File: config.mk
export PLATFORM = sky130hd
export DESIGN_NAME = seq_controller
export DESIGN_NICKNAME = d
export VERILOG_FILES = /design/src/rtl/ctrl_pkg.sv /design/src/rtl/ctrl_wait_cnt.sv /design/src/rtl/seq_controller.sv
export SDC_FILE = /design/constraint.sdc
export NUM_CORES = 1
export LEC_CHECK = 0
export BUFFER_PORTS_ARGS = -buffer_cell sky130_fd_sc_hd__buf_4
export CORE_AREA = 2 2 70 55
export CTS_CLUSTER_SIZE = 24
export DETAILED_ROUTE_END_ITERATION = 12
export DIE_AREA = 0 0 72 57
export PLACE_DENSITY = 0.62
export RECOVER_POWER = 25
export SKIP_CTS_REPAIR_TIMING = 1
export SLEW_MARGIN = 10
export SYNTH_ARGS = -nofsm -noshare
export SYNTH_HDL_FRONTEND = slang
export SYNTH_SLANG_ARGS = --single-unit
File: constraint.sdc
create_clock -name clk -period 2.05 [get_ports clk]
set_input_delay 0.205 -clock clk [delete_from_list [all_inputs] [get_ports clk]]
set_output_delay 0.205 -clock clk [all_outputs]
set_load 0.005 [all_outputs]
File: src/rtl/ctrl_pkg.sv
// Shared types for the accumulator-CPU sequencer: opcodes, phase encoding
// and the ALU-class opcode decode.
package ctrl_pkg;

   localparam int WAIT_W = 4;

   typedef enum logic [2:0] {
      HLT = 3'd0,
      SKZ = 3'd1,
      ADD = 3'd2,
      AND = 3'd3,
      XOR = 3'd4,
      LDA = 3'd5,
      STO = 3'd6,
      JMP = 3'd7
   } opcode_t;

   typedef enum logic [3:0] {
      INST_ADDR  = 4'd0,
      INST_FETCH = 4'd1,
      INST_LOAD  = 4'd2,
      IDLE       = 4'd3,
      OP_ADDR    = 4'd4,
      OP_FETCH   = 4'd5,
      ALU_OP     = 4'd6,
      STORE      = 4'd7,
      HALTED     = 4'd8
   } state_t;

   // Opcodes that read an operand from memory and load the accumulator.
   function automatic logic is_aluop(input opcode_t op);
      return (op == ADD) || (op == AND) || (op == XOR) || (op == LDA);
   endfunction

endpackage

File: src/rtl/ctrl_wait_cnt.sv
// Memory wait-state down-counter: loads a wait length, counts down while
// enabled and flags done when it has reached zero.
module ctrl_wait_cnt #(
   parameter int W = 4
) (
   input  logic         clk,
   input  logic         rst_,
   input  logic         load,
   input  logic         enable,
   input  logic [W-1:0] value,
   output logic         done
);

   logic [W-1:0] cnt;

   // NOTE: sequential state is written with non-blocking assignments only,
   // so every flop samples the pre-edge value of its inputs.
   always_ff @(posedge clk or negedge rst_) begin
      if (!rst_)
         cnt <= '0;
      else if (load)
         cnt <= value;
      else if (enable && (cnt != '0))
         cnt <= cnt - W'(1);
   end

   assign done = (cnt == '0);

endmodule

File: src/rtl/seq_controller.sv
// Fetch/execute phase sequencer with opcode decode into datapath strobes,
// memory wait states, stall, sticky halt with resume and a retired counter.
module seq_controller
   import ctrl_pkg::*;
#(
   parameter int MEM_WAIT = 0,
   parameter int CNT_W    = 16
) (
   input  logic             clk,
   input  logic             rst_,
   input  logic [2:0]       opcode,
   input  logic             zero,
   input  logic             stall,
   input  logic             resume,
   output logic             mem_rd,
   output logic             load_ir,
   output logic             halt,
   output logic             inc_pc,
   output logic             load_ac,
   output logic             load_pc,
   output logic             mem_wr,
   output logic [3:0]       phase,
   output logic [CNT_W-1:0] instr_count
);

   localparam logic [WAIT_W-1:0] WAIT_INIT = WAIT_W'(MEM_WAIT);

   state_t  state, state_next;
   opcode_t op;
   logic    aluop;
   logic    wait_done, wait_load, wait_en;

   assign op    = opcode_t'(opcode);
   assign aluop = is_aluop(op);
   assign phase = state;

   always_ff @(posedge clk or negedge rst_) begin
      if (!rst_)
         state <= INST_ADDR;
      else
         state <= state_next;
   end

   // NOTE: every always_comb output gets a default first, so no path can
   // leave a signal unassigned and infer a latch.
   always_comb begin
      state_next = state;
      if (!stall) begin
         case (state)
            INST_ADDR:  state_next = INST_FETCH;
            INST_FETCH: if (wait_done) state_next = INST_LOAD;
            INST_LOAD:  state_next = IDLE;
            IDLE:       state_next = OP_ADDR;
            OP_ADDR:    state_next = (op == HLT) ? HALTED : OP_FETCH;
            OP_FETCH:   if (wait_done) state_next = ALU_OP;
            ALU_OP:     state_next = STORE;
            STORE:      state_next = INST_ADDR;
            HALTED:     if (resume) state_next = INST_ADDR;
            default:    state_next = INST_ADDR;
         endcase
      end
   end

   // Counter reloads on the edge that enters a fetch phase and counts down
   // only while sitting in one; stall freezes it along with the state.
   assign wait_load = !stall && (state_next != state) &&
                      ((state_next == INST_FETCH) || (state_next == OP_FETCH));
   assign wait_en   = !stall && ((state == INST_FETCH) || (state == OP_FETCH));

   ctrl_wait_cnt #(.W(WAIT_W)) u_wait (
      .clk    (clk),
      .rst_   (rst_),
      .load   (wait_load),
      .enable (wait_en),
      .value  (WAIT_INIT),
      .done   (wait_done)
   );

   always_comb begin
      mem_rd  = 1'b0;
      load_ir = 1'b0;
      halt    = 1'b0;
      inc_pc  = 1'b0;
      load_ac = 1'b0;
      load_pc = 1'b0;
      mem_wr  = 1'b0;
      case (state)
         INST_FETCH: mem_rd = 1'b1;
         INST_LOAD, IDLE: begin
            mem_rd  = 1'b1;
            load_ir = 1'b1;
         end
         OP_ADDR: begin
            inc_pc = 1'b1;
            halt   = (op == HLT);
         end
         OP_FETCH: mem_rd = aluop;
         ALU_OP: begin
            mem_rd  = aluop;
            inc_pc  = (op == SKZ) && zero;
            load_pc = (op == JMP);
         end
         STORE: begin
            mem_rd  = aluop;
            load_ac = aluop;
            load_pc = (op == JMP);
            inc_pc  = (op == JMP);
            mem_wr  = (op == STO);
         end
         HALTED:  halt = 1'b1;
         default: ;
      endcase
   end

   // Retirement is the STORE -> INST_ADDR edge; a halted HLT never gets there.
   always_ff @(posedge clk or negedge rst_) begin
      if (!rst_)
         instr_count <= '0;
      else if (!stall && (state == STORE))
         instr_count <= instr_count + CNT_W'(1);
   end

endmodule

==> impl_metrics.toml, run 1 <==
[die]
initial_core_util = 0.3749
die_area_mm2 = 0.004104
core_area_mm2 = 0.003495
num_io_pins = 35
die_y_um = 57
rows = 19
fp.dieW_um = 72

[timing]
fin_skew_ns = 0.003392
post-route-period-util = 0.8741
finalCriticalPeriod_ns = 1.792
worst_slew_pin_slew_ns = 1.241
maxSlewHeadroom = 0.1729
final-setup-viol-count = 0
rsz0062_at_grt = "false"
hold_viol = 0
tns_ns = 0
drv_slew = 0
max_freq_ghz = 0.5581

[finish]
fin_util = 0.4837
layout_commonest_cell = "buf_4"
final_cell_area_mm2 = 0.001690
final_nets = 177
num-fill-cells = 327
n_antenna_cell = 0
layout_common_cells = "35 x buf_4, 24 x dfrtp_1, 13 x nand2_1, 13 x xnor2_1, 10 x nor2_1"
multi_input_area_um2 = 678.2
layout-drive-gt1-share = 0.2771
regArea_um2 = 600.6
syn2layout_area_growth_pct = 29.04

[placement]
gp_congestion = 0.8321
port_buffers = 34
placed_cell_area_mm2 = 0.001613
detailed_place_hpwl_mm = 2.078

[critical_path]
path_class = "register to register"
path_depth = 4
reg2reg_from = "phase[1]$_DFF_PN0_"
r2r_cells = 4
r2r_slack_ns = 0.26
r2r_end = "instr_count[10]$_DFFE_PN0P_"
cp.arrival_ns = 1.94
path_delay_family = "simple AND/OR/NAND/NOR gates"
endpoint = "instr_count[10]$_DFFE_PN0P_"
slowest_stage = "dfrtp_1"
crit_start = "phase[1]$_DFF_PN0_"
startpoint_type = "register"
worst-path-buf-inv = 0
worstPathRequired_ns = 2.20
worstPathMaxFanout = 14
worstSetupEndpointType = "register"
path_cells = "nand4b_4 > nor4_2 > nand3_1 > xnor2_1"
critPathMaxStageDelay_ns = 0.61

[yosys]
netlist.area_leader.share = 0.4585
synth_seq_cells = 24
yosysUniqueCellTypes = 38
syn_nets = 140
ys_warn_count = 0
synthesis.area_mm2 = 0.001310
synth_top_area_cell = "dfrtp_1"
synthTopCellsByArea = "dfrtp_1 46%, xnor2_1 8.7%, nand2_1 3.7%"
synth_cells = 130
ys_seq_area_frac = 0.4585
postSynthAreaPerCell_um2 = 10.08

[clock_network]
cts_made_buffers = 3
cts_htree_levels = 1
cts.clk_slew.worst_paths_ns = 0.08
clockBufferDepth = 2
root_buffer = "clkbuf_8"
cts_sinks = 24
tritoncts = "built"
clkLatencyLatePin_ns = 0.27

[route]
first_pass_iters = 4
antenna_left = 0
drtIter0Drc = 42
viasPerCell = 5.144
wl_mm = 2.742
wl_per_cell_um = 13.18
drc = 0
vias = 1070

[run_status]
status = "finished, final reports clean"

[min_path]
hold_class = "input port to register"

[power]
p_leak_nw = 0.7516
p_per_area_mw_per_mm2 = 934.9
peakVddDrop_mv = 0.5694

[run]
drv_cap = 0

[global_route]
grt_max_degree = 25
grt_pass1_wl_mm = 4.395
antenna_found_initial = 0
grt_pass1_vias = 926
grt_usage = 0.1374
grt-ovfl-total = 0
==> per-layer routing <==
metal,vias up,GRT usage,part of all wire
met4,0,0.02426,0.0036
met2,23,0.1997,0.44
met1,505,0.2016,0.50
met3,2,0.04770,0.049
met5,-,0,0
li1,540,-,-
==> area by class of cell <==
cell class / instances / share of cell area
repair buffers: 37 / 0.1636
inverters: 3 / 0.006662
flip-flops and latches: 24 / 0.3553
clock buffers: 3 / 0.02443
clock inverters: 1 / 0.01776
multi-input cells: 98 / 0.4012
well taps: 42 / 0.03109
==> worst min-delay path, stage by stage <==
cell and delay [ns]:
buf_4 0.10, or3_1 0.11, o41ai_1 0.09
==> sequential cells by signal, indices dropped and copies added, names as in the netlist <==
register,flops
instr_count,16
u_wait.cnt,4
phase,4
==> synth_stat cells <==
cell type / n
a31oi_1: 2
nor4_1: 1
a211oi_1: 2
or4_1: 2
buf_2: 1
xor2_1: 5
and4_1: 2
a221o_1: 1
o41ai_1: 1
nand2_1: 13
dfrtp_1: 24
nor4b_2: 1
and3_1: 3
and3b_1: 1
a21oi_1: 3
a22oi_1: 1
nand4_1: 4
nor2b_1: 4
and2b_1: 1
ha_1: 2
o211ai_1: 1
or2_2: 1
nor3_1: 6
o21ai_0: 3
nand2b_1: 1
nor4_2: 2
nand3_1: 4
mux2_2: 1
nand4bb_1: 1
nor2_1: 10
clkbuf_1: 4
xnor2_1: 13
inv_1: 3
or3_1: 1
nand4b_1: 1
nor3b_1: 2
nand4b_4: 1
a2111oi_2: 1
==> report_power, final <==
group | internal (mW) | switching [mW]
combinational | 0.274 | 0.229
clock | 0.261 | 0.151
sequential | 0.538 | 0.128
total | 1.07 | 0.508
==> per-stage QoR <==
| stage | power, mW | hold slack [ns] | cells | setup slack [ns] |
|---|---|---|---|---|
| 6_report | 1.580 | 0.2813 | 208 | 0.2581 |
| 5_1_grt | 1.685 | 0.2968 | 208 | 0.02296 |
| 4_1_cts | 1.596 | -0.1790 | 207 | 0.2125 |
| 3_5_place_dp | 1.178 | 0.1186 | 203 | 0.2285 |
| 3_3_place_gp | 1.172 | 0.1160 | 203 | 0.2962 |
| 2_1_floorplan | 0.9305 | -0.09059 | 130 | 0.5369 |
==> logic make-up after synthesis <==
family / Yosys count / share of synthesized area
muxes: 1 / 0.008595
AOI/OAI and AO/OA: 15 / 0.08118
and+or+nand+nor: 62 / 0.2884
DFF: 24 / 0.4585
adders and majority gates: 2 / 0.01910
buffers and inverters: 8 / 0.02387
xor gates and xnor gates: 18 / 0.1203
==> worst min path at each step <==
| stage | from | to | cells past startpoint | slack [ns] |
|---|---|---|---|---|
| finish | opcode[0] | phase[3]$_DFF_PN0_ | 3 | 0.28 |
| global route | opcode[0] | phase[3]$_DFF_PN0_ | 3 | 0.30 |
| CTS | rst_ | u_wait.cnt[3]$_DFFE_PN0P_ | 1 | -0.18 |
| detailed placement | rst_ | u_wait.cnt[3]$_DFFE_PN0P_ | 1 | 0.12 |
| global placement | rst_ | phase[2]$_DFF_PN0_ | 1 | 0.12 |
| floorplan | rst_ | instr_count[0]$_DFFE_PN0P_ | 0 | -0.09 |
Power figures use the tool's default switching activity.
==> inputs of run 2 (changes only) <==
--- a/config.mk
+++ b/config.mk
@@ -5,12 +5,13 @@
 export SDC_FILE = /design/constraint.sdc
 export NUM_CORES = 1
 export LEC_CHECK = 0
+export ABC_AREA = 1
 export BUFFER_PORTS_ARGS = -buffer_cell sky130_fd_sc_hd__buf_4
-export CORE_AREA = 2 2 70 55
+export CORE_AREA = 2 2 74 58
 export CTS_CLUSTER_SIZE = 24
 export DETAILED_ROUTE_END_ITERATION = 12
-export DIE_AREA = 0 0 72 57
-export PLACE_DENSITY = 0.62
+export DIE_AREA = 0 0 76 60
+export PLACE_DENSITY = 0.61
 export RECOVER_POWER = 25
 export SKIP_CTS_REPAIR_TIMING = 1
 export SLEW_MARGIN = 10
==> run 2 against run 1 <==
  * Synthesized cell count is 55% higher
  * Sequential share of layout area shrank 3.4 points
  * Sequential power rose by 18%
  * Register-to-register slack about the same
  * Power grew 33%
  * Worst setup slack better by 0.0044 ns
  * Combinational power increased by 99%
  * Critical endpoint is now u_wait.cnt[0]$_DFFE_PN0P_
==> impl_metrics.toml, run 2 <==
[yosys]
synth_edf_count = 0
postSynthAreaPerCell_um2 = 7.383
syn_nets = 211
ys_warn_count = 0
synthTopCellsByArea = "dfrtp_1 40%, nand2_1 13%, nor2_1 7.1%"
synth_seq_cells = 24
async_reset_ff_frac = 1.000
yosysUniqueCellTypes = 22
yosys-top-cells-count = "52 x nand2_1, 28 x nor2_1, 26 x inv_1"
synth_top_area_cell = "dfrtp_1"
synth_cells = 201
synthesis.area_mm2 = 0.001484
synthFlopType = "dfrtp_1"
ys_seq_area_frac = 0.4047
yosysMostFrequentCell = "nand2_1"
netlist.area_leader.share = 0.4047

[critical_path]
worstPathRequired_ns = 2.19
startpoint_type = "register"
worstSetupEndpointType = "register"
path_class = "register to register"
cp.arrival_ns = 1.93
r2r_cells = 10
worstPathMaxFanout = 6
reg2reg_from = "phase[3]$_DFF_PN0_"
crit_start = "phase[3]$_DFF_PN0_"

[die]
die_area_mm2 = 0.004560
num_io_pins = 35
rows = 20
fp.dieW_um = 76
die_y_um = 60
core_area_mm2 = 0.003879
initial_core_util = 0.3826

[clock_network]
tritoncts = "built"
cts_made_buffers = 3
cts.clk_slew.worst_paths_ns = 0.08
cts_sinks = 24
root_buffer = "clkbuf_8"
clockBufferDepth = 2
cts_htree_levels = 1
clkLatencyLatePin_ns = 0.26

[timing]
post-route-period-util = 0.8719
tns_ns = 0
finalCriticalPeriod_ns = 1.787
rsz0062_at_grt = "false"
worst_slew_pin_slew_ns = 1.265
max_freq_ghz = 0.5594
hold_viol = 0
fin_ws_ns = 0.2625
final-setup-viol-count = 0
drv_slew = 0
maxSlewHeadroom = 0.1569
fin_skew_ns = 0.003114
hold_slack_ns = 0.2386

[finish]
multi_input_area_um2 = 783.3
syn2layout_area_growth_pct = 26.05
layout_common_cells = "52 x nand2_1, 33 x buf_4, 28 x nor2_1, 26 x inv_1, 24 x dfrtp_1"
n_antenna_cell = 0
regArea_um2 = 600.6
layout_commonest_cell = "nand2_1"
layout-drive-gt1-share = 0.1967
num-fill-cells = 391
largest-register = "instr_count"
final_cell_area_mm2 = 0.001871
largest_reg_flops = 16
final_cells = 294
final_nets = 250

[run_status]
status = "finished, final reports clean"

[placement]
placed_cells_incl_taps = 289
port_buffers = 34
placed_cell_area_mm2 = 0.001803
gp_congestion = 0.8426
detailed_place_hpwl_mm = 2.651
dpl_worst_slack_ns = 0.3097

[route]
viasPerCell = 4.738
wl_per_cell_um = 11.39
vias = 1393
drc = 0
drtIter0Drc = 91
wl_mm = 3.350
antenna_left = 0
first_pass_iters = 4

[run]
drv_cap = 0

[global_route]
antenna_found_initial = 0
grt_max_degree = 25
grtUsageMet3 = 0.03776
grt_usage = 0.1529
grt_pass1_wl_mm = 5.513
grt_pass1_vias = 1173
use_met1 = 0.2258
grtUsageMet2 = 0.2334
grt-ovfl-total = 0
gr-max-usage-layer = "met2"

[power]
peakVddDrop_mv = 0.3583
p_per_area_mw_per_mm2 = 1126
p_leak_nw = 0.9611

[min_path]
hold_depth = 3
hold_class = "input port to register"
worstHoldStart = "stall"
[run 2: changes by cell type in the layout (fill, tap and decap cells not counted), moves of 3 or more]
cell,change
nand2_1,+39
nor2b_1,-4
inv_1,+23
nand3_1,+10
nand4_1,+3
nor2_1,+18
o21ai_0,+8
xnor2_1,-7
xor2_1,+4
and3_1,-3
[run 2: worst paths after layout]
path,endpoint,slack (ns)
hold / removal,phase[1]$_DFF_PN0_,0.24
setup / recovery,u_wait.cnt[0]$_DFFE_PN0P_,0.26
max in group asynchronous,instr_count[15]$_DFFE_PN0P_,0.57
min in group asynchronous,instr_count[12]$_DFFE_PN0P_,0.73
hold reg to reg,instr_count[0]$_DFFE_PN0P_,0.53
setup reg to reg,u_wait.cnt[0]$_DFFE_PN0P_,0.26
[run 2: final cells by class]
class                   instances  area share
clock buffers                   4     0.02943
repair buffers                 35      0.1398
well taps                      55     0.03679
flip-flops and latches         24      0.3211
multi-input cells             149      0.4187
inverters                      27     0.05418
[run 2: worst max-delay path: stages (launching register included)]
cell,delay (ns)
dfrtp_1,0.47
inv_1,0.18
nand2_1,0.10
nor2_1,0.22
nand2_1,0.11
nand2_1,0.07
nor2_1,0.05
nand2_1,0.05
nand2_1,0.05
nor2_1,0.29
nor2_1,0.07
[run 2: report_power, final]
part / switching (mW) / internal, mW
registers: 0.166 / 0.623
clock network: 0.145 / 0.171
logic: 0.560 / 0.441
total: 0.871 / 1.24
[run 2: through the flow]
step           power [mW]  utilization
2_1_floorplan       1.379            -
3_3_place_gp        1.796       0.4648
3_5_place_dp        1.793       0.4648
4_1_cts             2.112       0.4790
5_1_grt             2.285       0.4823
6_report            2.106       0.4823
[run 2: per-layer routing]
metal	wire length, um	share of wire
met1	1752	0.52
met2	1424	0.43
met3	155	0.046
met4	18	0.0054
met5	0	0
[run 2: cell families (layout without fill, tap and decap cells)]
group | after synthesis | count (layout) | synth area share
buffers and inverters | 28 | 66 | 0.07166
adders and majority gates | 2 | 2 | 0.01686
DFF | 24 | 24 | 0.4047
xor gates and xnor gates | 15 | 15 | 0.08854
and+or+nand+nor | 116 | 116 | 0.3643
AOI/OAI and AO/OA | 16 | 16 | 0.05396
==> inputs of run 3 (changes only) <==
--- a/config.mk
+++ b/config.mk
@@ -13,6 +13,7 @@
 export DIE_AREA = 0 0 76 60
 export PLACE_DENSITY = 0.61
 export RECOVER_POWER = 25
+export SETUP_SLACK_MARGIN = 0.4
 export SKIP_CTS_REPAIR_TIMING = 1
 export SLEW_MARGIN = 10
 export SYNTH_ARGS = -nofsm -noshare
==> run 3 against run 2 <==
  * Clock skew about the same
  * Combinational power up 13%
  * Via count up 3.7%
  * Worst setup slack better by 0.12 ns
  * Critical endpoint is now inc_pc
  * Hold slack better by 0.0054 ns
  * First-iteration DRC count down 16%
  * Register-to-register slack better by 0.21 ns
  * Critical path type is now register to output pin
  * Sequential share of layout area down 2.1 points
  * Largest cell class unchanged
==> impl_metrics.toml, run 3 (synthesis results as in run 2) <==
[run_status]
status = "finished, final reports clean"

[die]
fp.dieW_um = 76
initial_core_util = 0.3826
rows = 20
num_io_pins = 35
die_area_mm2 = 0.004560
die_y_um = 60
core_area_mm2 = 0.003879

[power]
p_leak_nw = 1.027
finalPower_mw = 2.253
switchingPower_uw = 949.8
power_frac_comb = 0.501
clock_power_share = 0.141
peakVddDrop_mv = 0.3964
power.share.switching = 0.4216
p_seq_frac = 0.358
intPower_mw = 1.303
p_per_area_mw_per_mm2 = 1117

[run]
drv_cap = 0

[clock_network]
clockBufferDepth = 2
cts.clk_slew.worst_paths_ns = 0.08
clkLatencyLatePin_ns = 0.26
tritoncts = "built"
cts_htree_levels = 1
root_buffer = "clkbuf_8"
cts_made_buffers = 3
cts_sinks = 24

[timing]
fin_skew_ns = 0.002991
maxSlewHeadroom = 0.1563
hold_viol = 0
tns_ns = 0
drv_slew = 0
finalCriticalPeriod_ns = 1.670
worst_slew_pin_slew_ns = 1.265
post-route-period-util = 0.8145
rsz0062_at_grt = "true"
final-setup-viol-count = 0
fin_ws_ns = 0.3803
max_freq_ghz = 0.5989
hold_slack_ns = 0.2441

[finish]
layout-drive-gt1-share = 0.2806
layout_common_cells = "51 x nand2_1, 46 x buf_4, 26 x nor2_1, 23 x inv_1, 21 x dfrtp_1"
n_antenna_cell = 0
largest_reg_flops = 16
num-fill-cells = 375
largest-register = "instr_count"
final_nets = 264
layout_commonest_cell = "nand2_1"
syn2layout_area_growth_pct = 35.92

[route]
first_pass_iters = 4
drtIter0Drc = 76
wl_per_cell_um = 11.89
viasPerCell = 4.692
antenna_left = 0
wl_mm = 3.663
vias = 1445
drc = 0

[global_route]
grt_usage = 0.1529
grt_pass1_wl_mm = 5.513
grt_max_degree = 25
grt_pass1_vias = 1173
antenna_found_initial = 0
grt-ovfl-total = 0

[critical_path]
cp.arrival_ns = 1.46
worstPathRequired_ns = 1.85
worstPathMaxFanout = 6
worstSetupEndpointType = "output pin"
path_class = "register to output pin"
startpoint_type = "register"

[placement]
port_buffers = 34
detailed_place_hpwl_mm = 2.651
dpl_worst_slack_ns = 0.3097
gp_congestion = 0.8426

[min_path]
hold_class = "input port to register"
==> run 3: cell type report <==
class / count / area (um2) / area share
Timing Repair Buffer: 48 / 359.1 / 0.1780
Inverter: 27 / 103.9 / 0.05149
Tap cell: 55 / 68.82 / 0.03412
Sequential cell: 24 / 604.3 / 0.2996
Multi-Input combinational cell: 150 / 825.8 / 0.4094
Clock buffer: 4 / 55.05 / 0.02730
==> run 3: power groups by stage <==
| stage | Combinational, mW | Sequential (mW) | Clock, mW |
|---|---|---|---|
| final | 1.13 | 0.806 | 0.317 |
| after global routing | 1.27 | 0.830 | 0.339 |
| after CTS | 0.999 | 0.788 | 0.325 |
| after detailed placement | 0.995 | 0.798 | 0 |
| after global placement | 0.999 | 0.797 | 0 |
| after floorplan | 0.606 | 0.773 | 0 |
==> run 3: critical path, cell delays in order (launching register included) <==
cell,delay (ns)
dfrtp_2,0.47
inv_4,0.09
nand2_4,0.06
nor4_4,0.28
a21oi_1,0.10
o21ai_1,0.08
buf_4,0.12
==> run 3: routing by layer <==
layer	track usage	vias to the layer above	wire, um
li1	-	749	-
met1	0.2258	661	1899
met2	0.2334	31	1593
met3	0.03776	4	135
met4	0.02338	0	34
met5	0	-	0
==> run 3: through the flow <==
stage	instances	util	instance area, um2
after floorplan	201	-	1484
after global placement	289	0.4648	1803
after detailed placement	289	0.4648	1803
after CTS	293	0.4790	1858
after global routing	308	0.5200	2017
final	308	0.5200	2017
==> run 3: worst paths after layout <==
| check | slack, ns | to | start | cells past startpoint |
|---|---|---|---|---|
| max reg2reg | 0.47 | instr_count[9]$_DFFE_PN0P_ | phase[3]$_DFF_PN0_ | 9 |
| min reg2reg | 0.54 | instr_count[1]$_DFFE_PN0P_ | instr_count[1]$_DFFE_PN0P_ | 2 |
| max | 0.38 | inc_pc | phase[3]$_DFF_PN0_ | 6 |
| max in group asynchronous | 0.48 | phase[3]$_DFF_PN0_ | rst_ | 2 |
| min | 0.24 | phase[3]$_DFF_PN0_ | resume | 4 |
| min in group asynchronous | 0.73 | instr_count[12]$_DFFE_PN0P_ | rst_ | 2 |
